### src/rtl/pong_game_ctrl.sv
// Pong game sequencer: new-game / play / new-ball / game-over flow, BCD score and lives.
// All outputs are registered; the overlay and ball controls are decoded from the next state.
`timescale 1ns/1ps
module pong_game_ctrl #(
   parameter int unsigned TIMER_FRAMES = 120,
   parameter int unsigned LIVES        = 3
) (
   input  logic        clk_100MHz,
   input  logic        reset_n,
   input  logic        refresh_tick,
   input  logic        btn_start,
   input  logic        hit,
   input  logic        miss,
   output logic        ball_reset,
   output logic        ball_run,
   output logic [1:0]  text_sel,
   output logic [15:0] score,
   output logic [1:0]  lives,
   output logic [1:0]  state
);

   localparam int unsigned TimerW = $clog2(TIMER_FRAMES + 1);
   localparam logic [TimerW-1:0] TimerLoad = TimerW'(TIMER_FRAMES);
   localparam logic [TimerW-1:0] TimerOne  = TimerW'(1);
   localparam logic [1:0]        LivesInit = 2'(LIVES);

   typedef enum logic [1:0] {
      StNewGame = 2'b00,
      StPlay    = 2'b01,
      StNewBall = 2'b10,
      StOver    = 2'b11
   } state_e;

   state_e              state_q, state_d;
   logic [15:0]         score_q, score_d;
   logic [1:0]          lives_q, lives_d;
   logic [TimerW-1:0]   timer_q, timer_d, timer_dec;
   logic                btn_q;
   logic                start_rise;

   // Saturating four-digit BCD increment.
   function automatic logic [15:0] bcd_inc(input logic [15:0] s);
      logic [15:0] r;
      logic        carry;
      r     = s;
      carry = 1'b1;
      if (s != 16'h9999) begin
         for (int i = 0; i < 4; i++) begin
            if (carry) begin
               if (r[4*i +: 4] == 4'd9) begin
                  r[4*i +: 4] = 4'd0;
               end else begin
                  r[4*i +: 4] = r[4*i +: 4] + 4'd1;
                  carry       = 1'b0;
               end
            end
         end
      end
      return r;
   endfunction

   assign start_rise = btn_start & ~btn_q;
   assign timer_dec  = (refresh_tick && timer_q != '0) ? timer_q - TimerOne : timer_q;

   always_comb begin
      state_d = state_q;
      score_d = score_q;
      lives_d = lives_q;
      timer_d = timer_q;
      case (state_q)
         StNewGame: begin
            if (start_rise) state_d = StPlay;
         end
         StPlay: begin
            if (miss) begin
               timer_d = TimerLoad;
               if (lives_q > 2'd1) begin
                  lives_d = lives_q - 2'd1;
                  state_d = StNewBall;
               end else begin
                  lives_d = 2'd0;
                  state_d = StOver;
               end
            end else if (hit) begin
               score_d = bcd_inc(score_q);
            end
         end
         StNewBall: begin
            if (timer_q == '0) state_d = StPlay;
            else               timer_d = timer_dec;
         end
         StOver: begin
            if (timer_q != '0) begin
               timer_d = timer_dec;
            end else if (start_rise) begin
               state_d = StNewGame;
               score_d = 16'h0000;
               lives_d = LivesInit;
            end
         end
         default: state_d = StNewGame;
      endcase
   end

   // btn_q resets high so a button held through reset must be released first.
   always_ff @(posedge clk_100MHz or negedge reset_n) begin
      if (!reset_n) begin
         state_q    <= StNewGame;
         score_q    <= 16'h0000;
         lives_q    <= LivesInit;
         timer_q    <= '0;
         btn_q      <= 1'b1;
         ball_reset <= 1'b1;
         ball_run   <= 1'b0;
         text_sel   <= 2'b01;
      end else begin
         state_q <= state_d;
         score_q <= score_d;
         lives_q <= lives_d;
         timer_q <= timer_d;
         btn_q   <= btn_start;
         case (state_d)
            StNewGame: begin
               ball_reset <= 1'b1;
               ball_run   <= 1'b0;
               text_sel   <= 2'b01;
            end
            StPlay: begin
               ball_reset <= 1'b0;
               ball_run   <= 1'b1;
               text_sel   <= 2'b00;
            end
            StNewBall: begin
               ball_reset <= 1'b1;
               ball_run   <= 1'b0;
               text_sel   <= 2'b00;
            end
            default: begin
               ball_reset <= 1'b1;
               ball_run   <= 1'b0;
               text_sel   <= 2'b10;
            end
         endcase
      end
   end

   assign state = state_q;
   assign score = score_q;
   assign lives = lives_q;

endmodule

### config.mk
export PLATFORM = sky130hd
export DESIGN_NAME = pong_game_ctrl
export DESIGN_NICKNAME = d
export VERILOG_FILES = /design/src/rtl/pong_game_ctrl.sv
export SDC_FILE = /design/constraint.sdc
export NUM_CORES = 1
export LEC_CHECK = 0
export ABC_AREA = 1
export CAP_MARGIN = 20
export CORE_MARGIN = 1.5
export CORE_UTILIZATION = 30
export CTS_BUF_LIST = sky130_fd_sc_hd__clkbuf_16
export DETAILED_ROUTE_END_ITERATION = 8
export HOLD_SLACK_MARGIN = 0.15
export MAX_ROUTING_LAYER = met4
export PLACE_DENSITY = 0.49
export SETUP_SLACK_MARGIN = 0.3
export SYNTH_ARGS = -nofsm -noshare
export SYNTH_HDL_FRONTEND = slang
export SYNTH_SLANG_ARGS = --single-unit
### constraint.sdc
create_clock -name clk_100MHz -period 2.1 [get_ports clk_100MHz]
set_input_delay 0.42 -clock clk_100MHz [delete_from_list [all_inputs] [get_ports clk_100MHz]]
set_output_delay 0.42 -clock clk_100MHz [all_outputs]
set_load 0.05 [all_outputs]
After elaboration in Yosys (flattened, before gate mapping) --
Cells that the tools add are included.
Operators by class: equality and inequality tests 21, reductions and logical operators 14, bitwise operators 2, muxes and demuxes 50, order comparisons 1, $add $sub $neg 6
Operators by type and width (number):
- two-way mux 16 bit | 5
- case mux 16 bit (2 select lines) | 1
- two-way mux 4 bit | 7
- two-way mux 7 bit | 4
- != test 2 bit (second input constant) | 11
- case mux 7 bit (3 select lines) | 1
- AND reduction 7 bit | 3
- two-way mux 1 bit | 20
- two-way mux 2 bit | 9
- adder 4 x 1 -> 4 bit (second input constant) | 4
- == test 4 bit (second input constant) | 4
- != test 16 bit (second input constant) | 1
- case mux 2 bit (2 select lines) | 2
- case mux 2 bit (4 select lines) | 1
- AND reduction 4 bit | 2
- zero test 7 bit | 1
- nonzero test 7 bit | 1
- subtractor 7 x 1 -> 7 bit (second input constant) | 1
- == test 2 bit (second input constant) | 3
- AND reduction 6 bit | 1
- == test 2 x 1 -> 1 bit (second input constant) | 2
- zero test 2 bit | 2
- nonzero test 3 bit | 1
- greater-than comparator 2 x 1 -> 1 bit (second input constant) | 1
- other kinds (6) | 6
Storage, ports and cells: bits in registers 32, input port bits 6

Longest topological paths before layout --
Gate-level depths: netlist of the first run.
depth after elaboration 21, gate-level depth with buffers 10, mapped depth without buffers 10

Worst setup path before layout of the first run --
No wires, ideal clock.
kind register to register, from register score_q[0] (netlist: score[0]), to register score_q[14] (netlist: score[14]), arrival 1728 ps, period minus slack after synthesis 1848 ps, data required time 1980 ps, path slack 252 ps, stages on the path, launching flop included 8, path buffers 1, path through dfrtp_1 > ha_1 > nand3_2 > nor2_2 > nand4_2 > buf_2 > nand4_1 > nand2_1
On the way: longest elaborated chain between the ends 18, elaborated cells between the ends (all ways) 20, classes of those cells 4 x eq/ne; 15 x mux; 1 x reduce/logical
RTL lines:
- from (decl) | line 35 | logic [15:0] score_q, score_d;
- from (signal assigned) | line 118 | score_q <= score_d;
- == test 4 bit | line 50 | if (r[4*i +: 4] == 4'd9) begin
- two-way mux 1 bit | line 50
- two-way mux 1 bit | line 47 | if (s != 16'h9999) begin
- two-way mux 1 bit | line 84 | end else if (hit) begin
- two-way mux 1 bit | line 75 | if (miss) begin
- two-way mux 1 bit | line 70 | case (state_q)
- two-way mux 1 bit | line 49 | if (carry) begin
- two-way mux 1 bit | line 47
- [2 not listed]
- two-way mux 1 bit | line 70
- two-way mux 1 bit | line 49
- two-way mux 1 bit | line 47
- two-way mux 1 bit | line 84
- two-way mux 1 bit | line 75
- two-way mux 1 bit | line 70
- != test 2 bit (no line)
- AND reduction 7 bit (no line) *
Every way passes the cells marked *; elsewhere a longest branch is shown, timed or not. The select of a mux whose other input is x is not followed. A chain may end at the register's enable or synchronous reset.

Worst setup path after layout of the first run --
from register score_q[12] (netlist: score[12]), to output score[12]
RTL lines:
- to (decl) | line 17 | output logic [15:0] score,
No word-level cell between the ends.

==> results of run 1 <==
-- kinds of logic after synthesis --
| group | count (synthesis) | synth area share, % |
|---|---|---|
| AO/OA/AOI/OAI | 25 | 7.20 |
| XOR/XNOR | 6 | 2.75 |
| adder cells (fa/ha/maj) | 9 | 5.89 |
| buffers and inverters | 34 | 7.73 |
| flip-flops | 32 | 42.2 |
| AND/OR/NAND/NOR | 142 | 34.2 |
-- worst max-delay path by stage --
| stage | start | endpoint | slack (ns) | cells after the start |
|---|---|---|---|---|
| 2_1_floorplan | score[8] | score[14] | 0.31 | 7 |
| 3_3_place_gp | btn_start | score[14] | 0.1 | 8 |
| 3_5_place_dp | btn_start | score[4] | 0.08 | 8 |
| 4_1_cts | timer_q[0] | score[4] | 0.30 | 9 |
| 5_1_grt | score[5] | score[12] | 0.29 | 9 |
| 6_report | score[12] | score[12] | 0.38 | 1 |
-- per-layer routing --
| layer | vias up | GRT usage [%] | wire length, um |
|---|---|---|---|
| met5 | - | - | 0 |
| met4 | 0 | 3.64 | 48 |
| met3 | 6 | 3.38 | 159 |
| met2 | 30 | 20.8 | 2030 |
| met1 | 768 | 18.1 | 2220 |
| li1 | 892 | - | - |
-- metrics by stage --
step           setup slack (ns)  area, um^2
2_1_floorplan             0.309        1910
3_3_place_gp             0.0952        2290
3_5_place_dp             0.0822        2290
4_1_cts                   0.303        2410
5_1_grt                   0.292        2540
6_report                  0.383        2540
-- final cells by class --
cell class	count	area [um^2]	share of cell area, %
Clock inverter	3	13.8	0.542
Timing Repair Buffer	39	359	14.1
Tap cell	75	93.8	3.69
Inverter	30	113	4.43
Sequential cell	32	812	32.0
Multi-Input combinational cell	183	1020	40.3
Clock buffer	5	125	4.93
-- flip-flops by register name (all words and copies together) (netlist names) --
name and flops:
lives 2, score 16, text_sel 2, ball_reset 1, timer_q 7, btn_q 1, state 2, ball_run 1
-- cells in the final DEF, fill, tap and decap left out, drive strengths merged, types with 3 or more instances in the layout --
cell type | synthesis | final
clkdlybuf4s50 | 0 | 5
buf | 4 | 14
o21ai | 18 | 18
dfrtp | 27 | 27
nand4 | 20 | 20
nand2 | 74 | 74
clkbuf | 0 | 5
nand3 | 15 | 15
nor2 | 31 | 32
ha | 9 | 9
inv | 30 | 30
clkinv | 0 | 3
dlygate4sd2 | 0 | 20
dfstp | 5 | 5
xor2 | 3 | 3
a21oi | 4 | 4
xnor2 | 3 | 3
-- timing repair --
item	CTS	global route
pin swaps	1	1
hold endpoints to repair	0	0
endpoints found under the setup margin	36	28
buffers inserted	0	5
gates resized for setup	21	15
gates cloned	0	1
-- power breakdown --
| group | switching, mW | total (mW) | internal (mW) |
|---|---|---|---|
| clock network | 0.254 | 0.684 | 0.430 |
| registers | 0.284 | 1.17 | 0.891 |
| logic | 1.64 | 2.44 | 0.796 |
| total | 2.18 | 4.30 | 2.12 |
==> impl_metrics.yaml, run 1 <==
critical_path:
  reg2reg_from: "state[1]"
  timing.rr.end: "score[9]"
  start_kind: "register"
  endpoint_kind: "output port"
  crit_family: "buffers and inverters"
  worstSetupPathType: "register to output port"
  critPathMaxFanout: 7
  rr_worst_depth: 10
  crit_chain: "dlygate4sd2_1"
  path_buf_inv: 1
  max_stage_delay_ns: 0.56
  critical_path_required_ns: 1.68
  arrival_ns: 1.30
  reg2reg_setup_slack_ns: 0.44
  crit_slowest_cell: "dlygate4sd2_1"
timing:
  skew_ns: 0.00394
  holdWs_ns: 0.495
  tightestPinTransition_ns: 0.492
  slew_violations: 0
  slew_headroom_pct: 67.4
  rsz0062_at_grt: "false"
  finalHoldViolCount: 0
  fin_crit_ns: 1.72
  layout_worst_path_cycle_share_pct: 81.8
  clock.fmax_mhz: 582
  final-setup-viol-count: 0
  setup_tns_ns: 0
die:
  placementRows: 28
  core_um2: 6030
  initial_core_util_pct: 31.7
  dieArea_um2: 6860
  die_w_um: 82.8
  io_pins: 30
  dieHeight_um: 82.8
synthesis:
  synth_area_per_cell_um2: 7.70
  ys.flop_type: "dfrtp_1"
  synth_area_um2: 1910
  synthDominantCellAreaShare_pct: 35.4
  synth_warnings: 0
  yosys-top-cells-count: "70 x nand2_1, 28 x inv_1, 27 x dfrtp_1, 27 x nor2_1, 19 x nand4_1"
  yosysUniqueCellTypes: 27
  synth_most_common_cell: "nand2_1"
  yosysTopAreaCell: "dfrtp_1"
  synth-seq-cells: 32
  yosysSeqAreaShare_pct: 42.2
  syn_inst: 248
  synth-async-reset-ratio_pct: 100
  synth_edf_count: 0
  ys_top_cells_by_area: "dfrtp_1 35%, nand2_1 14%, dfstp_2 6.9%"
  syn-num-nets: 263
clock_network:
  cts_tree: "built"
  numClockSinks: 32
  htreeDepth: 2
  clkTransAtPathRegs_ns: 0.05
  clockBufferDepth: 2
  cts_root_buffer: "clkbuf_16"
  clk_latency_ns: 0.27
  cts_hold_buf: 0
  numCtsBuffers: 5
grt:
  grt_pass1_wl_mm: 7.56
  grt_usage_pct: 13.6
  antenna_found_initial: 0
  grt_max_degree: 33
  grt_pass1_vias: 1566
  grt.overflow.total: 0
detailed_routing:
  drtIter0Drc: 49
  dr.pass1.iters: 4
  wl_per_cell_um: 12.2
  detail-route-antenna-nets: 0
  wl_mm: 4.46
  drc: 0
  vias: 1696
  vias_per_cell: 4.62
finish:
  fin_util_pct: 42.2
  antenna_cells: 0
  nFillCells: 621
  stdcell_count: 367
  area_growth_pct: 32.9
  layout-drive-gt1-share_pct: 18.5
  fin_nets: 306
hold_path:
  hp-start: "lives[0]"
  holdPathStages: 2
  hold_path_end: "lives[0]"
  hold_path.class: "register to register"
placed_design:
  dp_cells: 353
  globalplace.congestion: 0.769
  io_buffers: 29
  dpl.hpwl_mm: 2.99
power:
  ir_worst_vdd_mv: 0.720
  total_power_mw: 4.30
  power_density_nw_per_um2: 1690
  p_leak_nw: 1.27
run_status:
  status: "complete, no violations"
job:
  maxCapViolCount: 0
Note: power is estimated with default switching activity, not from simulation.
==> inputs of run 2 (changes only) <==
==> constraint.sdc (replaced) <==
create_clock -name clk_100MHz -period 1.8 [get_ports clk_100MHz]
set_input_delay 0.36 -clock clk_100MHz [delete_from_list [all_inputs] [get_ports clk_100MHz]]
set_output_delay 0.36 -clock clk_100MHz [all_outputs]
set_load 0.05 [all_outputs]
==> run 2 against run 1 <==
Effect of this change:
- clock power increased by 40%
- via count grew 6.9%
- sequential power up 16%
- non-clock buffer count is 22 higher
- combinational power increased by 39%
- design area rose by 11%
- clock skew grew 0.0079 ns
- routed wire length rose by 4.8%
- clock-buffer cell count unchanged
- critical path type unchanged
==> impl_metrics.yaml, run 2 (synthesized netlist as in run 1, its figures left out) <==
clock_network:
  clk_latency_ns: 0.28
  clockBufferDepth: 2
  numCtsBuffers: 5
  clkTransAtPathRegs_ns: 0.06
  htreeDepth: 2
  numClockSinks: 32
  cts_root_buffer: "clkbuf_16"
  cts_hold_buf: 0
  cts_tree: "built"
die:
  io_pins: 30
  dieArea_um2: 6860
  placementRows: 28
  dieHeight_um: 82.8
  initial_core_util_pct: 31.7
  die_w_um: 82.8
  core_um2: 6030
placed_design:
  globalplace.congestion: 0.792
  dpl.hpwl_mm: 3.10
  io_buffers: 29
  placed_area_um2: 2370
timing:
  fin_crit_ns: 1.50
  slew_headroom_pct: 71.5
  skew_ns: 0.0119
  setup_tns_ns: 0
  final-setup-viol-count: 0
  clock.fmax_mhz: 665
  finalHoldViolCount: 0
  layout_worst_path_cycle_share_pct: 83.5
  rsz0062_at_grt: "true"
  slew_violations: 0
  tightestPinTransition_ns: 0.428
critical_path:
  critPathMaxFanout: 3
  endpoint_kind: "output port"
  path_buf_inv: 3
  max_stage_delay_ns: 0.41
  arrival_ns: 1.14
  crit_slowest_cell: "dfrtp_2"
  critical_path_required_ns: 1.44
  crit_path_frequent_cell: "buf_4"
  worstSetupPathType: "register to output port"
  crit_chain: "buf_4, buf_4, buf_4"
  start_kind: "register"
  crit_family: "buffers and inverters"
detailed_routing:
  wl_per_cell_um: 12.0
  vias_per_cell: 4.67
  vias: 1813
  dr.pass1.iters: 4
  drtIter0Drc: 71
  drc: 0
  wl_mm: 4.67
  detail-route-antenna-nets: 0
hold_path:
  hold_path.class: "input port to register"
grt:
  grt_pass1_vias: 1707
  grt.overflow.total: 0
  grt_usage_pct: 14.6
  grt_pass1_wl_mm: 7.96
  antenna_found_initial: 0
  grt_max_degree: 33
finish:
  fin_nets: 327
  area_growth_pct: 47.5
  multi_input_area_um2: 1100
  layout_common_cells: "65 x nand2_1, 49 x buf_4, 25 x inv_1"
  layout-drive-gt1-share_pct: 38.0
  regArea_um2: 823
  largest_reg_flops: 16
  antenna_cells: 0
  nFillCells: 633
  layout_commonest_cell: "nand2_1"
  stdcell_area_um2: 2820
power:
  power_density_nw_per_um2: 2030
  ir_worst_vdd_mv: 0.942
  p_leak_nw: 1.36
run_status:
  status: "complete, no violations"
job:
  maxCapViolCount: 0
-- run 2: cell types whose count changed in the layout (fill, tap and decap cells not counted), moves of 2 or more --
cell / change
o21ai_1: +3
dfrtp_1: -9
o21ai_0: -3
ha_4: +3
ha_1: -2
nand2_1: -5
nor2_1: -4
inv_1: -2
nand2_2: +5
dfrtp_2: +9
inv_2: +3
buf_4: +38
nor2_4: +3
dlygate4sd2_1: -20
-- run 2: cell type report --
type | instances | share of cell area, %
sequential | 32 | 29.2
tap | 75 | 3.33
clock inverter | 3 | 1.38
timing repair buffer | 61 | 18.6
multi-input combinational | 182 | 39.1
inverter | 30 | 3.99
clock buffer | 5 | 4.44
-- run 2: path summary, 6_finish.rpt --
kind	start	end	slack (ns)	cells after the start
max	score[13]	score[13]	0.30	3
min	miss	timer_q[4]	0.45	3
max reg2reg	timer_q[1]	score[9]	0.32	10
min reg2reg	lives[0]	lives[0]	0.51	2
max in group asynchronous	reset_n	lives[0]	0.96	2
min in group asynchronous	reset_n	timer_q[4]	0.47	2
-- run 2: worst reg2reg max path: cells and delay by family, from the launching register on --
kind,cells,cell delay [ns]
simple gates,6,0.54
flops,1,0.38
buf+inv,3,0.34
fa+ha+maj,1,0.13
-- run 2: metrics by stage --
stage	util (%)	hold WS, ns	std cells	power, mW	setup WS, ns
6_report	46.8	0.450	388	5.71	0.297
5_1_grt	46.8	0.514	388	6.17	0.227
4_1_cts	43.9	0.505	375	5.44	0.249
3_5_place_dp	39.3	0.490	357	4.25	0.0449
3_3_place_gp	39.3	0.491	357	4.22	0.0574
2_1_floorplan	-	0.0644	248	3.41	0.263
-- run 2: timing repair --
action,4_1_cts,5_1_grt
buffers inserted,10,12
cloned,0,1
pin swaps,5,9
gates resized for setup,9,22
endpoints found under the setup margin,17,29
-- run 2: power breakdown --
part,total [mW],leakage [nW],internal [mW],switching (mW)
Sequential,1.36,0.378,1.05,0.309
Clock,0.955,0.0850,0.644,0.310
Combinational,3.39,0.898,1.32,2.07
-- run 2: routing by layer --
layer	share of wire [%]	up-vias	GRT usage, %	routed length (um)
met1	49	841	18.9	2280
met4	1.2	0	3.64	55
li1	-	935	-	-
met2	45	31	21.9	2120
met5	0	-	-	0
met3	4.6	6	4.97	216
